--- src/rtl/fp_op_pkg.sv ---
// Shared definitions for the FP op sequencer: state encoding, funct5 opcodes
// and the funct5 -> functional-unit decode.
package fp_op_pkg;

  typedef enum logic [2:0] {
    S_IDLE   = 3'd0,
    S_DECODE = 3'd1,
    S_ISSUE  = 3'd2,
    S_WAIT   = 3'd3,
    S_WB     = 3'd4,
    S_DONE   = 3'd5,
    S_TRAP   = 3'd6
  } state_e;

  localparam logic [4:0] F5_ADD  = 5'b00000;
  localparam logic [4:0] F5_SUB  = 5'b00001;
  localparam logic [4:0] F5_MUL  = 5'b00010;
  localparam logic [4:0] F5_DIV  = 5'b00011;
  localparam logic [4:0] F5_SQRT = 5'b01011;

  typedef struct packed {
    logic       legal;
    logic [1:0] idx;
    logic       sub;
  } dec_t;

  // Opcode legality only; the NUM_UNITS bound is applied by the sequencer.
  function automatic dec_t decode_f5(input logic [4:0] f5);
    dec_t d;
    d = '0;
    case (f5)
      F5_ADD:  d = '{legal: 1'b1, idx: 2'd0, sub: 1'b0};
      F5_SUB:  d = '{legal: 1'b1, idx: 2'd0, sub: 1'b1};
      F5_MUL:  d = '{legal: 1'b1, idx: 2'd1, sub: 1'b0};
      F5_DIV:  d = '{legal: 1'b1, idx: 2'd2, sub: 1'b0};
      F5_SQRT: d = '{legal: 1'b1, idx: 2'd3, sub: 1'b0};
      default: d = '0;
    endcase
    return d;
  endfunction

endpackage

--- src/rtl/fp_op_timer.sv ---
// WAIT-state watchdog: counts enabled cycles since the last clear and flags
// the LIMIT-th enabled cycle.
module fp_op_timer #(
  parameter int LIMIT = 64
) (
  input  logic clk,
  input  logic rst_n,
  input  logic clr,
  input  logic en,
  output logic expired
);

  localparam int CW = $clog2(LIMIT + 1);

  logic [CW-1:0] cnt_q, cnt_d;

  // cnt_q counts completed WAIT cycles, so LIMIT-1 marks the LIMIT-th one.
  assign expired = en && (cnt_q == CW'(LIMIT - 1));

  always_comb begin
    cnt_d = cnt_q;
    if (clr)                cnt_d = '0;
    else if (en && !expired) cnt_d = cnt_q + 1'b1;
  end

  always_ff @(posedge clk or negedge rst_n) begin
    if (!rst_n) cnt_q <= '0;
    else        cnt_q <= cnt_d;
  end

endmodule

--- src/rtl/fsm_fp_op_multi.sv ---
// Multi-unit FP operation sequencer: decode, issue to one unit, wait, write back.
// Optional WAIT watchdog enabled by FSM_FP_OP_TIMEOUT_EN.
module fsm_fp_op_multi
  import fp_op_pkg::*;
#(
  parameter int NUM_UNITS      = 4,
  parameter int TIMEOUT_CYCLES = 64
) (
  input  logic                 clk,
  input  logic                 rst_n,
  input  logic [31:0]          insn,
  input  logic                 start,
  input  logic [NUM_UNITS-1:0] done_fp,
  output logic                 load_rs1_fp,
  output logic                 load_rs2_fp,
  output logic [NUM_UNITS-1:0] start_unit,
  output logic                 sub_fp,
  output logic                 load_alu_fp,
  output logic                 load_fp_regfile,
  output logic                 load_pc,
  output logic                 done,
  output logic                 fp_trap,
  output logic                 busy
);

  if (NUM_UNITS < 2 || NUM_UNITS > 4 || TIMEOUT_CYCLES < 2 || TIMEOUT_CYCLES > 1023) begin : g_bad_cfg
    $error("fsm_fp_op_multi: parameter out of range");
  end

  state_e     state_q, state_d;
  logic [1:0] idx_q;
  logic       sub_q;
  dec_t       dec;
  logic       dec_ok;
  logic [3:0] done_ext;
  logic [3:0] start_oh;
  logic       done_sel;
  logic       tmo;
  logic       unused_insn;

  assign unused_insn = ^insn[26:0];
  assign dec    = decode_f5(insn[31:27]);
  assign dec_ok = dec.legal && (int'(dec.idx) < NUM_UNITS);

  // Widen to 4 so a 2-bit index is always in range regardless of NUM_UNITS.
  always_comb begin
    done_ext = '0;
    done_ext[NUM_UNITS-1:0] = done_fp;
  end
  assign done_sel = done_ext[idx_q];

`ifdef FSM_FP_OP_TIMEOUT_EN
  fp_op_timer #(.LIMIT(TIMEOUT_CYCLES)) u_timer (
    .clk     (clk),
    .rst_n   (rst_n),
    .clr     (state_q == S_ISSUE),
    .en      (state_q == S_WAIT),
    .expired (tmo)
  );
`else
  assign tmo = 1'b0;
`endif

  always_comb begin
    state_d         = S_IDLE;
    load_rs1_fp     = 1'b0;
    load_rs2_fp     = 1'b0;
    start_oh        = '0;
    sub_fp          = 1'b0;
    load_alu_fp     = 1'b0;
    load_fp_regfile = 1'b0;
    load_pc         = 1'b0;
    done            = 1'b0;
    fp_trap         = 1'b0;
    busy            = 1'b0;
    case (state_q)
      S_IDLE: state_d = start ? S_DECODE : S_IDLE;
      S_DECODE: begin
        busy        = 1'b1;
        load_rs1_fp = 1'b1;
        load_rs2_fp = 1'b1;
        state_d     = dec_ok ? S_ISSUE : S_TRAP;
      end
      S_ISSUE: begin
        busy            = 1'b1;
        start_oh[idx_q] = 1'b1;
        load_alu_fp     = 1'b1;
        sub_fp          = sub_q;
        state_d         = done_sel ? S_WB : S_WAIT;
      end
      S_WAIT: begin
        busy        = 1'b1;
        load_alu_fp = 1'b1;
        sub_fp      = sub_q;
        // A completion in the expiry cycle still wins over the trap.
        if (done_sel) state_d = S_WB;
        else if (tmo) state_d = S_TRAP;
        else          state_d = S_WAIT;
      end
      S_WB: begin
        busy            = 1'b1;
        load_pc         = 1'b1;
        load_fp_regfile = 1'b1;
        state_d         = S_DONE;
      end
      S_DONE: begin
        busy    = 1'b1;
        done    = 1'b1;
        state_d = S_IDLE;
      end
      S_TRAP: begin
        busy    = 1'b1;
        done    = 1'b1;
        fp_trap = 1'b1;
        state_d = S_IDLE;
      end
      default: state_d = S_IDLE;
    endcase
  end

  assign start_unit = start_oh[NUM_UNITS-1:0];

  always_ff @(posedge clk or negedge rst_n) begin
    if (!rst_n) begin
      state_q <= S_IDLE;
      idx_q   <= '0;
      sub_q   <= 1'b0;
    end else begin
      state_q <= state_d;
      if (state_q == S_DECODE) begin
        idx_q <= dec.idx;
        sub_q <= dec.sub;
      end
    end
  end

endmodule

--- config.mk ---
export PLATFORM = sky130hd
export DESIGN_NAME = fsm_fp_op_multi
export DESIGN_NICKNAME = d
export VERILOG_FILES = /design/src/rtl/fp_op_pkg.sv /design/src/rtl/fp_op_timer.sv /design/src/rtl/fsm_fp_op_multi.sv
export SDC_FILE = /design/constraint.sdc
export NUM_CORES = 1
export LEC_CHECK = 0
export CORE_ASPECT_RATIO = 1.25
export CORE_MARGIN = 2
export CORE_UTILIZATION = 27
export CTS_CLUSTER_SIZE = 16
export DETAILED_ROUTE_END_ITERATION = 7
export GPL_TIMING_DRIVEN = 0
export PLACE_DENSITY = 0.81
export SYNTH_ARGS = -nofsm -noshare
export SYNTH_HDL_FRONTEND = slang
export SYNTH_HIERARCHICAL = 1
export SYNTH_SLANG_ARGS = --single-unit
--- constraint.sdc ---
create_clock -name clk -period 1.6 [get_ports clk]
set_input_delay 0.16 -clock clk [delete_from_list [all_inputs] [get_ports clk]]
set_output_delay 0.16 -clock clk [all_outputs]
set_load 0.01 [all_outputs]
======== Yosys cells after proc, flatten, opt, wreduce, memory -nomap -nowiden ========
Cells that the tools add are included.
word-level totals
  register bits ........................... 6
  output and inout bits ................... 13
  logic and storage cells ................. 38
cells by class
  $lt $le $gt $ge ......................... 2
  eq/ne operators ......................... 10
  multiplexer cells ....................... 17
  reduce and logical (&&, ||, !) cells .... 6
operators by type and width
  kind                                                               count
  case mux 4 bit (5 select lines)                                    1
  case mux 3 bit (4 select lines)                                    1
  == test 5 x 2 -> 1 bit, second input constant                      2
  two-way mux 1 bit                                                  10
  == test 3 bit, second input constant                               3
  == test 3 x 2 -> 1 bit, second input constant                      2
  two-way mux 3 bit                                                  2
  OR reduction 6 bit                                                 1
  == test 5 x 1 -> 1 bit, second input constant                      1
  == test 5 x 4 -> 1 bit, second input constant                      1
  logical NOT 5 bit                                                  1
  two-way mux 4 bit                                                  1
  OR reduction 2 bit                                                 2
  == test 3 x 1 -> 1 bit, second input constant                      1
  logical NOT 3 bit                                                  1
  < comparator 2 x 3 -> 1 bit, second input constant                 1
  binary-select mux 1 bit (select 2 bit)                             1
  demux 1 bit (select 2 bit)                                         1
  greater-or-equal comparator 2 x 1 -> 1 bit, second input constant  1
  logical AND 1 bit                                                  1

======== Longest topological paths before layout ========
Gate-level depths: netlist of the first run.
  depth after elaboration ................. 5
  mapped depth ............................ 5
  depth with buffers taken out ............ 4

======== Least setup slack after synthesis of the first run ========
Ideal clock, no wire load.
  path type ............................... reg2reg
  start ................................... register state_q[1]
  end ..................................... register sub_q
  setup time .............................. 0.092 ns
  data arrival time ....................... 1.200 ns
  required time ........................... 1.508 ns
  slack ................................... 0.308 ns
  stages on the path, launching flop included .. 6
  path through ............................ dfrtp_1 buf_4 or3b_4 clkinv_4 nand3_4 o31ai_2
between the ends
  word-level cells in the longest chain between the ends .. 1
ends and longest elaborated chain
  element                 RTL line                source
  start, declared         fsm_fp_op_multi.sv:30   state_e state_q, state_d;
  start signal, assigned  fsm_fp_op_multi.sv:129  state_q <= state_d;
  == test 3 x 1 -> 1 bit  fsm_fp_op_multi.sv:130  if (state_q == S_DECODE) begin
  end signal, assigned    fsm_fp_op_multi.sv:132  sub_q <= dec.sub;
  end, declared           fsm_fp_op_multi.sv:32   logic sub_q;
Every way passes these cells.
A chain may end at the register's enable or synchronous reset.

======== Worst setup path in the final report of the first run ========
  start ................................... register state_q[1]
  end ..................................... output port load_rs1_fp
between the ends
  word-level cells in the longest chain between the ends .. 2
ends and longest elaborated chain
  element                 RTL line               source
  == test 3 x 1 -> 1 bit  fsm_fp_op_multi.sv:76  case (state_q)
  two-way mux 1 bit       fsm_fp_op_multi.sv:76
  end, declared           fsm_fp_op_multi.sv:14  output logic load_rs1_fp,
Every way passes these cells.

==> results of run 1 <==
-- final timing paths --
check                            from           to  slack, ns  depth (start not counted)
min in group clk                sub_q        sub_q       0.49                          2
setup reg to reg           state_q[1]        sub_q       0.13                          6
max in group asynchronous       rst_n   state_q[2]       1.22                          1
hold / removal                  rst_n   state_q[1]       0.16                          1
setup / recovery           state_q[1]  load_rs1_fp       0.07                          4
hold reg to reg                 sub_q        sub_q       0.49                          2
-- what timing repair did --
action	in CTS	in global routing
gates cloned	0	1
pin swaps	1	1
buffers inserted	0	3
hold buffers	0	0
endpoints found under the setup margin	13	5
resized for setup	26	7
-- metrics by stage --
step	hold WS [ns]	TNS, ns
global placement	0.402	-0.437
detailed placement	0.412	-0.593
CTS	0.150	-0.00253
floorplan	-0.136	0
global route	0.176	0
finish	0.159	0
-- routing by layer --
| layer | part of all wire, % | GRT usage, % | up-vias |
|---|---|---|---|
| met2 | 58 | 23.2 | 19 |
| met5 | 0 | 0 | - |
| met3 | 5.9 | 3.10 | 0 |
| met1 | 36 | 14.2 | 227 |
| met4 | 0 | 9.68 | 0 |
| li1 | - | - | 248 |
-- cell families (layout without fill, tap and decap cells) --
logic type                after synthesis  after routing  synth area share, %
and+or+nand+nor                        25             25                 30.4
xor gates and xnor gates                2              2                 3.76
DFF                                     6              6                 32.3
AOI/OAI and AO/OA                       9              9                 13.7
muxes                                   3              3                 6.45
buffers and inverters                  10             40                 13.4
-- placed cells by master, fill, tap and decap left out, drive strengths merged, types with 2 or more instances in the layout --
| master | instances |
|---|---|
| nand2 | 8 |
| o21ai | 4 |
| dfrtp | 6 |
| nand3 | 2 |
| inv | 3 |
| buf | 11 |
| xnor2 | 2 |
| mux2i | 3 |
| and3 | 2 |
| clkdlybuf4s50 | 11 |
| nor3 | 2 |
| nor3b | 2 |
| clkbuf | 7 |
| nor2 | 5 |
| dlygate4sd2 | 6 |
-- layout make-up --
| type | instances | area [µm²] |
|---|---|---|
| flip-flops and latches | 6 | 151 |
| multi-input cells | 39 | 275 |
| plain buffers | 5 | 38.8 |
| well taps | 18 | 22.5 |
| fillers | 167 | 830 |
| clock buffers | 3 | 22.5 |
| inverters | 4 | 22.5 |
| repair buffers | 28 | 239 |
-- report_power, final --
group,internal (mW),total (mW),switching [mW]
registers,0.217,0.269,0.0513
clock network,0.0846,0.135,0.0503
logic,0.432,0.853,0.421
-- sequential cells by signal, indices dropped and copies added, names as in the netlist --
signal and cells:
state_q 3, idx_q 2, sub_q 1
-- worst register-to-register path, stage by stage, from the launching register on --
cell,delay (ns)
dfrtp_1,0.39
buf_6,0.13
or3b_4,0.42
clkinv_4,0.07
buf_4,0.11
nand3_4,0.07
o31ai_2,0.19
==> run summary, run 1 <==
outcome = finished, final reports clean
leading post-synthesis cells by cell area = dfrtp_1 32%, mux2i_1 6.5%, nand2_1 6.5%, buf_4 4.8%, nor2_1 4.0%
Top FF cell, synth = dfrtp_1
crit path kind = flop to primary output
Post-Syn Instances = 55
Overflow after GRT = 0
Final GP Congestion = 0.847
number of synthesized flops with an enable pin = 0
Post-DRT Antenna Nets = 0
placed insts = 97
die width = 41.1 µm
Placement Setup Slack = -0.165 ns
HP Class = primary input to asynchronous set/reset pin
PwrDens = 1630 mW/mm²
CTS clk-pin slew, worst paths = 0.05 ns
Fin. Hold Viols = 0
maxcap violations = 0
gr usage total = 13.9%
Initial Utilization = 29.1%
first-pass GRT wire length = 1920 µm
final wirelength = 1200 µm
maximum clock rate = 655 MHz
HPWL after DPL = 894 µm
Final setup violation count = 0
final non-filler cell total = 103
final critical-path setup slack = 0.0739 ns
port bufs = 24
Post-synth top cells = 8 x nand2_1, 6 x dfrtp_1, 5 x nor2_1
Die H = 50.4 µm
area leader, netlist = dfrtp_1
Tmin final = 1.53 ns
WL per Instance = 11.7 µm
leakage = 0.366 nW
Final Max Tran Viols = 0
total CTS buffers = 3
maximum VDD drop = 0.766 mV
Slew @ Worst Pin = 0.338 ns
Clock Latency Late Sink = 0.23 ns
final instance area = 772 µm²
Critical Path AT = 1.37 ns
Netlist cell types = 28
largest net degree at the start of global routing = 11
row count = 16
share of the synthesized area in the top cell type = 32.3%
initial antenna violation count = 0
Synthesized Nets = 94
Worst EP required = 1.44 ns
CP Launch Type = flop
Vias/cell = 4.80
share of cells above drive strength 1 = 31.8%
routed vias = 494
vias in the first global route = 475
CP max FO = 5
antenna cells = 0
critical-path cell list = buf_6, or3b_4, clkinv_4, buf_2
DRC = 0
I/O Pins = 52
register bit total from synthesis = 6
post-route clock period utilization = 95.4%
clk buf depth = 2
most common cell in the synthesized netlist = nand2_1
YS warnings = 6
Crit path max-delay family = simple AND/OR/NAND/NOR gates
die area = 0.00207 mm²
initial detailed-routing violation count = 8
CTS tree = built
slowest cell on the critical path = or3b_4
htree depth = 1
core area = 0.00160 mm²
Worst Clk Skew = 0.00140 ns
TritonCTS sink count = 6
ys async rst share = 100%
post-synthesis sequential area ratio = 32.3%
TritonRoute pass-1 iters = 4
Layout area overhead = 65.9%
syn_area_per_cell = 8.46 µm²
CP endpoint kind = primary output
max_slew headroom = 77.5%
clk root buf = clkbuf_4
Tot Pwr = 1.26 mW
Synth Cell Area = 465 µm²
placed inst area = 728 µm²
post-layout util = 48.2%
Worst Path Buf+Inv = 3
Layout Nets = 126
RSZ-0062 raised after global routing = false
Largest stage delay, worst path = 0.42 ns
(Power assumes the default switching activity.)
==> run 2: changes to the inputs <==
--- a/config.mk
+++ b/config.mk
@@ -5,13 +5,13 @@
 export SDC_FILE = /design/constraint.sdc
 export NUM_CORES = 1
 export LEC_CHECK = 0
-export CORE_ASPECT_RATIO = 1.25
 export CORE_MARGIN = 2
-export CORE_UTILIZATION = 27
+export CORE_UTILIZATION = 28
+export CTS_BUF_LIST = sky130_fd_sc_hd__clkbuf_4
 export CTS_CLUSTER_SIZE = 16
 export DETAILED_ROUTE_END_ITERATION = 7
 export GPL_TIMING_DRIVEN = 0
-export PLACE_DENSITY = 0.81
+export PLACE_DENSITY = 0.84
 export SYNTH_ARGS = -nofsm -noshare
 export SYNTH_HDL_FRONTEND = slang
 export SYNTH_HIERARCHICAL = 1
==> run 2 against run 1 <==
Routed wire length rose by 0.67%. Cell count shrank 3.9%. Critical path depth increased by 1. Non-clock buffer count down 2. Die area down 3.4%. Fmax shrank 2.5%. Critical endpoint is now load_rs2_fp.
==> run summary, run 2 (synthesized netlist as in run 1, its figures left out) <==
initial detailed-routing violation count = 4 (was 8)
slowest cell on the critical path = or3b_4 (unchanged)
DRC = 0 (unchanged)
Switching Share = 42.4% (was 41.6%)
Placement Setup Slack = -0.173 ns (was -0.165 ns)
final instance area = 772 µm² (unchanged)
Reg power frac = 21.3% (was 21.4%)
CP most frequent cell = buf_6
register area = 151 µm² (unchanged)
placed inst area = 726 µm² (was 728 µm²)
WL per Instance = 12.2 µm (was 11.7 µm)
net switching power = 0.533 mW (was 0.523 mW)
share of cells above drive strength 1 = 30.1% (was 31.8%)
Post-DRT Antenna Nets = 0 (unchanged)
final wirelength = 1210 µm (was 1200 µm)
total CTS buffers = 3 (unchanged)
Largest Register = state_q (unchanged)
most frequent cells in the layout = 11 x clkdlybuf4s50_1, 8 x nand2_1, 6 x dlygate4sd2_1 (unchanged)
core area = 0.00152 mm² (was 0.00160 mm²)
clk root buf = clkbuf_4 (unchanged)
Layout area overhead = 65.9% (unchanged)
htree depth = 1 (unchanged)
Largest register FFs = 3 (unchanged)
routed vias = 474 (was 494)
gr usage total = 13.8% (was 13.9%)
Die H = 44.8 µm (was 50.4 µm)
fill cell count = 151 (was 167)
final non-filler cell total = 99 (was 103)
initial antenna violation count = 0 (unchanged)
Final Max Tran Viols = 0 (unchanged)
Worst Clk Skew = 0.00364 ns (was 0.00140 ns)
die width = 44.8 µm (was 41.1 µm)
Slew @ Worst Pin = 0.367 ns (was 0.338 ns)
CTS clk-pin slew, worst paths = 0.04 ns (was 0.05 ns)
Largest regs = state_q (3), idx_q (2), sub_q (1) (unchanged)
Tot Pwr = 1.26 mW (about the same)
crit path from = state_q[1] (unchanged)
maxcap violations = 0 (unchanged)
reg2reg end = state_q[2] (was sub_q)
Overflow after GRT = 0 (unchanged)
max_slew headroom = 75.6% (was 77.5%)
critical-path cell list = buf_6, or3b_4, clkinv_4, buf_6, buf_6 (was buf_6, or3b_4, clkinv_4, buf_2)
reg-to-reg startpoint = idx_q[1] (was state_q[1])
TritonRoute pass-1 iters = 4 (unchanged)
Final GP Congestion = 0.731 (was 0.847)
PwrDens = 1630 mW/mm² (about the same)
outcome = finished, final reports clean (unchanged)
Worst EP required = 1.44 ns (about the same)
area occupied by multi-input gates = 282 µm² (was 275 µm²)
Critical Path End = load_rs2_fp (was load_rs1_fp)
CP endpoint kind = primary output (unchanged)
Largest stage delay, worst path = 0.40 ns (was 0.42 ns)
antenna cells = 0 (unchanged)
first-pass GRT wire length = 1880 µm (was 1920 µm)
crit path kind = flop to primary output (unchanged)
clk buf depth = 2 (unchanged)
logic gate share of total power = 67.8% (was 67.9%)
reg2reg setup slack = 0.17 ns (was 0.13 ns)
most common cell after layout, fill and taps aside = clkdlybuf4s50_1 (unchanged)
R2R cell count = 4 (was 6)
placed insts = 95 (was 97)
RSZ-0062 raised after global routing = true (was false)
largest net degree at the start of global routing = 11 (unchanged)
maximum VDD drop = 0.842 mV (was 0.766 mV)
row count = 14 (was 16)
CTS tree = built (unchanged)
Initial Utilization = 30.5% (was 29.1%)
maximum clock rate = 639 MHz (was 655 MHz)
Fin. Hold Viols = 0 (unchanged)
port bufs = 24 (unchanged)
Tmin final = 1.57 ns (was 1.53 ns)
CP Launch Type = flop (unchanged)
Final setup violation count = 0 (unchanged)
Hold Buf Count CTS = 0 (unchanged)
CP max FO = 10 (was 5)
Clk pwr share = 10.9% (was 10.7%)
Vias/cell = 4.79 (was 4.80)
TritonCTS sink count = 6 (unchanged)
final critical-path setup slack = 0.0348 ns (was 0.0739 ns)
Worst Hold Margin = 0.150 ns (was 0.159 ns)
I/O Pins = 52 (unchanged)
Critical Path AT = 1.41 ns (was 1.37 ns)
leakage = 0.355 nW (was 0.366 nW)
Clock Latency Late Sink = 0.24 ns (was 0.23 ns)
internal power = 0.725 mW (was 0.734 mW)
die area = 0.00200 mm² (was 0.00207 mm²)
Layout Nets = 124 (was 126)
HP Class = primary input to asynchronous set/reset pin (unchanged)
vias in the first global route = 445 (was 475)
post-route clock period utilization = 97.8% (was 95.4%)
==> run 2: cell count changes in the layout (fill, tap and decap cells not counted), sizes merged <==
cell	previous run	this run
clkdlybuf4s15	1	2
clkbuf	7	6
buf	11	9
==> run 2: power by group through the flow <==
stage,Combinational (mW),Clock [mW],Sequential [mW]
after floorplan,0.501,0,0.240
final,0.853,0.137,0.268
after CTS,0.813,0.141,0.263
after detailed placement,0.815,0,0.252
after global placement,0.794,0,0.246
after global routing,0.920,0.154,0.276
==> run 2: metal layers <==
layer / GRT usage [%] / vias up / wire length, µm
met5: 0 / - / 0
met4: 10.6 / 0 / 3
met3: 3.20 / 2 / 62
met2: 23.5 / 17 / 687
met1: 14.5 / 211 / 455
li1: - / 244 / -
==> run 2: worst max-delay path: cells and delay by family (launching register included) <==
kind	cells	cell delay, ns
flops	1	0.37
simple gates	1	0.40
buf+inv	4	0.39
==> run 2: metrics by stage <==
| step | util, % | setup TNS (ns) |
|---|---|---|
| after floorplan | - | 0 |
| final | 50.7 | 0 |
| after global routing | 50.7 | -0.0474 |
| after detailed placement | 47.6 | -0.592 |
| after CTS | 49.9 | 0 |
| after global placement | 47.6 | -0.407 |
==> run 2: worst min-delay path by stage <==
stage / endpoint / cells after the start
global route: state_q[1] / 1
detailed placement: state_q[1] / 1
global placement: idx_q[0] / 1
floorplan: idx_q[0] / 0
CTS: state_q[1] / 1
finish: state_q[1] / 1
==> run 2: what timing repair did <==
| item | CTS | global route |
|---|---|---|
| resized for setup | 25 | 9 |
| pin swaps | 1 | 1 |
| setup endpoints to repair | 13 | 5 |
| buffers inserted | 1 | 0 |
==> run 2: cell type report <==
cell class / count / area share [%]
tap: 16 / 2.59
timing repair buffer: 25 / 29.0
multi-input combinational: 39 / 36.5
inverter: 4 / 2.92
clock buffer: 3 / 2.92
sequential: 6 / 19.6
buffer: 6 / 6.48
==> run 3: changes to the inputs <==
--- a/config.mk
+++ b/config.mk
@@ -6,12 +6,13 @@
 export NUM_CORES = 1
 export LEC_CHECK = 0
 export CORE_MARGIN = 2
-export CORE_UTILIZATION = 28
-export CTS_BUF_LIST = sky130_fd_sc_hd__clkbuf_4
+export CORE_UTILIZATION = 24
+export CTS_BUF_LIST = sky130_fd_sc_hd__clkbuf_8 sky130_fd_sc_hd__clkbuf_16
 export CTS_CLUSTER_SIZE = 16
 export DETAILED_ROUTE_END_ITERATION = 7
 export GPL_TIMING_DRIVEN = 0
-export PLACE_DENSITY = 0.84
+export PLACE_DENSITY = 0.76
+export SETUP_SLACK_MARGIN = 0.05
 export SYNTH_ARGS = -nofsm -noshare
 export SYNTH_HDL_FRONTEND = slang
 export SYNTH_HIERARCHICAL = 1
==> constraint.sdc (replaced) <==
create_clock -name clk -period 1.41 [get_ports clk]
set_input_delay 0.141 -clock clk [delete_from_list [all_inputs] [get_ports clk]]
set_output_delay 0.141 -clock clk [all_outputs]
set_load 0.01 [all_outputs]
==> run 3 against run 2 <==
The run now ends with setup timing left. Die area rose by 15%. Critical path type unchanged. Largest power group unchanged. Non-clock buffer count rose by 10. Total power is 55% higher. Global-route usage fell by 0.72 points. Register-to-register slack lost 0.16 ns. Worst hold slack improved by 0.0023 ns. Clock skew down 0.0016 ns. Sequential power up 18%.
==> run summary, run 3 (synthesized netlist as in run 1, its figures left out) <==
maxcap violations = 0 (unchanged)
CP Launch Type = flop (unchanged)
Worst Hold Margin = 0.153 ns (was 0.150 ns)
CTS clk-pin slew, worst paths = 0.04 ns (about the same)
Tmin final = 1.48 ns
post-layout util = 53.2% (was 50.7%)
Vias/cell = 4.48 (was 4.79)
maximum clock rate = 677 MHz
PwrDens = 2060 mW/mm² (was 1630 mW/mm²)
Worst Clk Skew = 0.00204 ns (was 0.00364 ns)
DRC = 0 (unchanged)
first-pass GRT wire length = 1990 µm (was 1880 µm)
clk root buf = clkbuf_8 (was clkbuf_4)
max_slew headroom = 82.9% (was 75.6%)
routed vias = 529 (was 474)
final wirelength = 1490 µm (was 1210 µm)
met2 Use GR = 22.9% (was 23.5%)
Final Max Tran Viols = 0 (unchanged)
Die H = 48.0 µm (was 44.8 µm)
most frequent cells in the layout = 11 x buf_6, 11 x clkdlybuf4s50_1, 9 x buf_2 (was 11 x clkdlybuf4s50_1, 8 x nand2_1, 6 x dlygate4sd2_1)
CP endpoint kind = primary output (unchanged)
crit path from = state_q[1] (unchanged)
maximum VDD drop = 1.06 mV (was 0.842 mV)
vias in the first global route = 487 (was 445)
die width = 48.0 µm (was 44.8 µm)
total CTS buffers = 3 (unchanged)
TritonRoute pass-1 iters = 2 (was 4)
I/O Pins = 52 (unchanged)
Initial Utilization = 26.1% (was 30.5%)
Layout area overhead = 104% (was 65.9%)
GRT met1 Usage = 13.4% (was 14.5%)
row count = 15 (was 14)
RSZ-0062 raised after global routing = true (unchanged)
initial detailed-routing violation count = 2 (was 4)
leakage = 0.434 nW (was 0.355 nW)
Hold Buf Count CTS = 0 (unchanged)
CTS tree = built (unchanged)
Largest regs = state_q (3), idx_q (2), sub_q (1) (unchanged)
final non-filler cell total = 118 (was 99)
clk buf depth = 2 (unchanged)
Slew @ Worst Pin = 0.255 ns (was 0.367 ns)
largest net degree at the start of global routing = 10 (was 11)
placed inst area = 737 µm² (was 726 µm²)
Layout Nets = 134 (was 124)
gr usage total = 13.0% (was 13.8%)
placed insts = 104 (was 95)
Placement Setup Slack = -0.346 ns (was -0.173 ns)
setup TNS = -0.183 ns (was 0 ns)
outcome = finished with violations (was finished, final reports clean)
htree depth = 1 (unchanged)
Tot Pwr = 1.95 mW (was 1.26 mW)
initial antenna violation count = 0 (unchanged)
Final setup violation count = 6 (was 0)
Critical Path AT = 1.34 ns (was 1.41 ns)
Fin. Hold Viols = 0 (unchanged)
Largest register FFs = 3 (unchanged)
failing checks = setup timing
antenna cells = 0 (unchanged)
HPWL after DPL = 904 µm
port bufs = 24 (unchanged)
final instance area = 948 µm² (was 772 µm²)
post-route clock period utilization = 105%
reg-to-reg startpoint = state_q[0] (was idx_q[1])
GR peak layer = met2 (unchanged)
HP Class = primary input to asynchronous set/reset pin (unchanged)
crit path kind = flop to primary output (unchanged)
global routing met3 resource utilization = 2.64% (was 3.20%)
final critical-path setup slack = -0.0675 ns (was 0.0348 ns)
WL per Instance = 12.6 µm (was 12.2 µm)
CP max FO = 7 (was 10)
Overflow after GRT = 0 (unchanged)
Clock Latency Late Sink = 0.22 ns (was 0.24 ns)
share of cells above drive strength 1 = 55.9% (was 30.1%)
TritonCTS sink count = 6 (unchanged)
Final GP Congestion = 0.720 (was 0.731)
Worst EP required = 1.27 ns (was 1.44 ns)
Largest Register = state_q (unchanged)
core area = 0.00178 mm² (was 0.00152 mm²)
die area = 0.00231 mm² (was 0.00200 mm²)
Post-DRT Antenna Nets = 0 (unchanged)
==> run 3: cell count changes in the layout (fill, tap and decap cells not counted), sizes merged <==
cell and change:
buf +20, dlygate4sd2 -6, clkbuf -2, clkdlybuf4s15 -2
==> run 3: worst paths after layout <==
| kind | end | slack, ns | depth (start not counted) |
|---|---|---|---|
| max | load_rs2_fp | -0.07 | 5 |
| min reg2reg | sub_q | 0.53 | 2 |
| max in group asynchronous | state_q[2] | 1.04 | 1 |
| min | idx_q[0] | 0.15 | 1 |
| min in group clk | sub_q | 0.53 | 2 |
| max reg2reg | state_q[2] | 0.01 | 5 |
==> run 3: layout make-up <==
type / count / area, µm²
multi-input combinational: 39 / 338
sequential: 6 / 151
clock buffer: 3 / 41.3
buffer: 5 / 48.8
fill: 166 / 835
inverter: 4 / 22.5
tap: 25 / 31.3
timing repair buffer: 36 / 315
==> run 3: routing by layer <==
| metal | up-vias | part of all wire (%) | wire length [µm] |
|---|---|---|---|
| met2 | 17 | 53 | 790 |
| met3 | 6 | 4.8 | 72 |
| met5 | - | 0 | 0 |
| li1 | 261 | - | - |
| met1 | 245 | 39 | 580 |
| met4 | 0 | 3.3 | 49 |
==> run 3: timing repair <==
item                                    4_1_cts  5_1_grt
setup buffers                                 8        4
pin swaps                                     5        5
endpoints found under the setup margin       14       13
gates resized for setup                      66       20
==> run 3: power by group <==
part           leakage, nW  internal [mW]  switching (mW)
logic                0.336          0.778           0.607
clock network       0.0216          0.183          0.0723
registers           0.0771          0.247          0.0677
total                0.434           1.21           0.747
==> run 3: worst max-delay path: stages (launching register included) <==
cell	delay (ns)
dfrtp_1	0.36
buf_6	0.13
or3b_4	0.39
clkinv_4	0.07
buf_6	0.08
buf_6	0.09
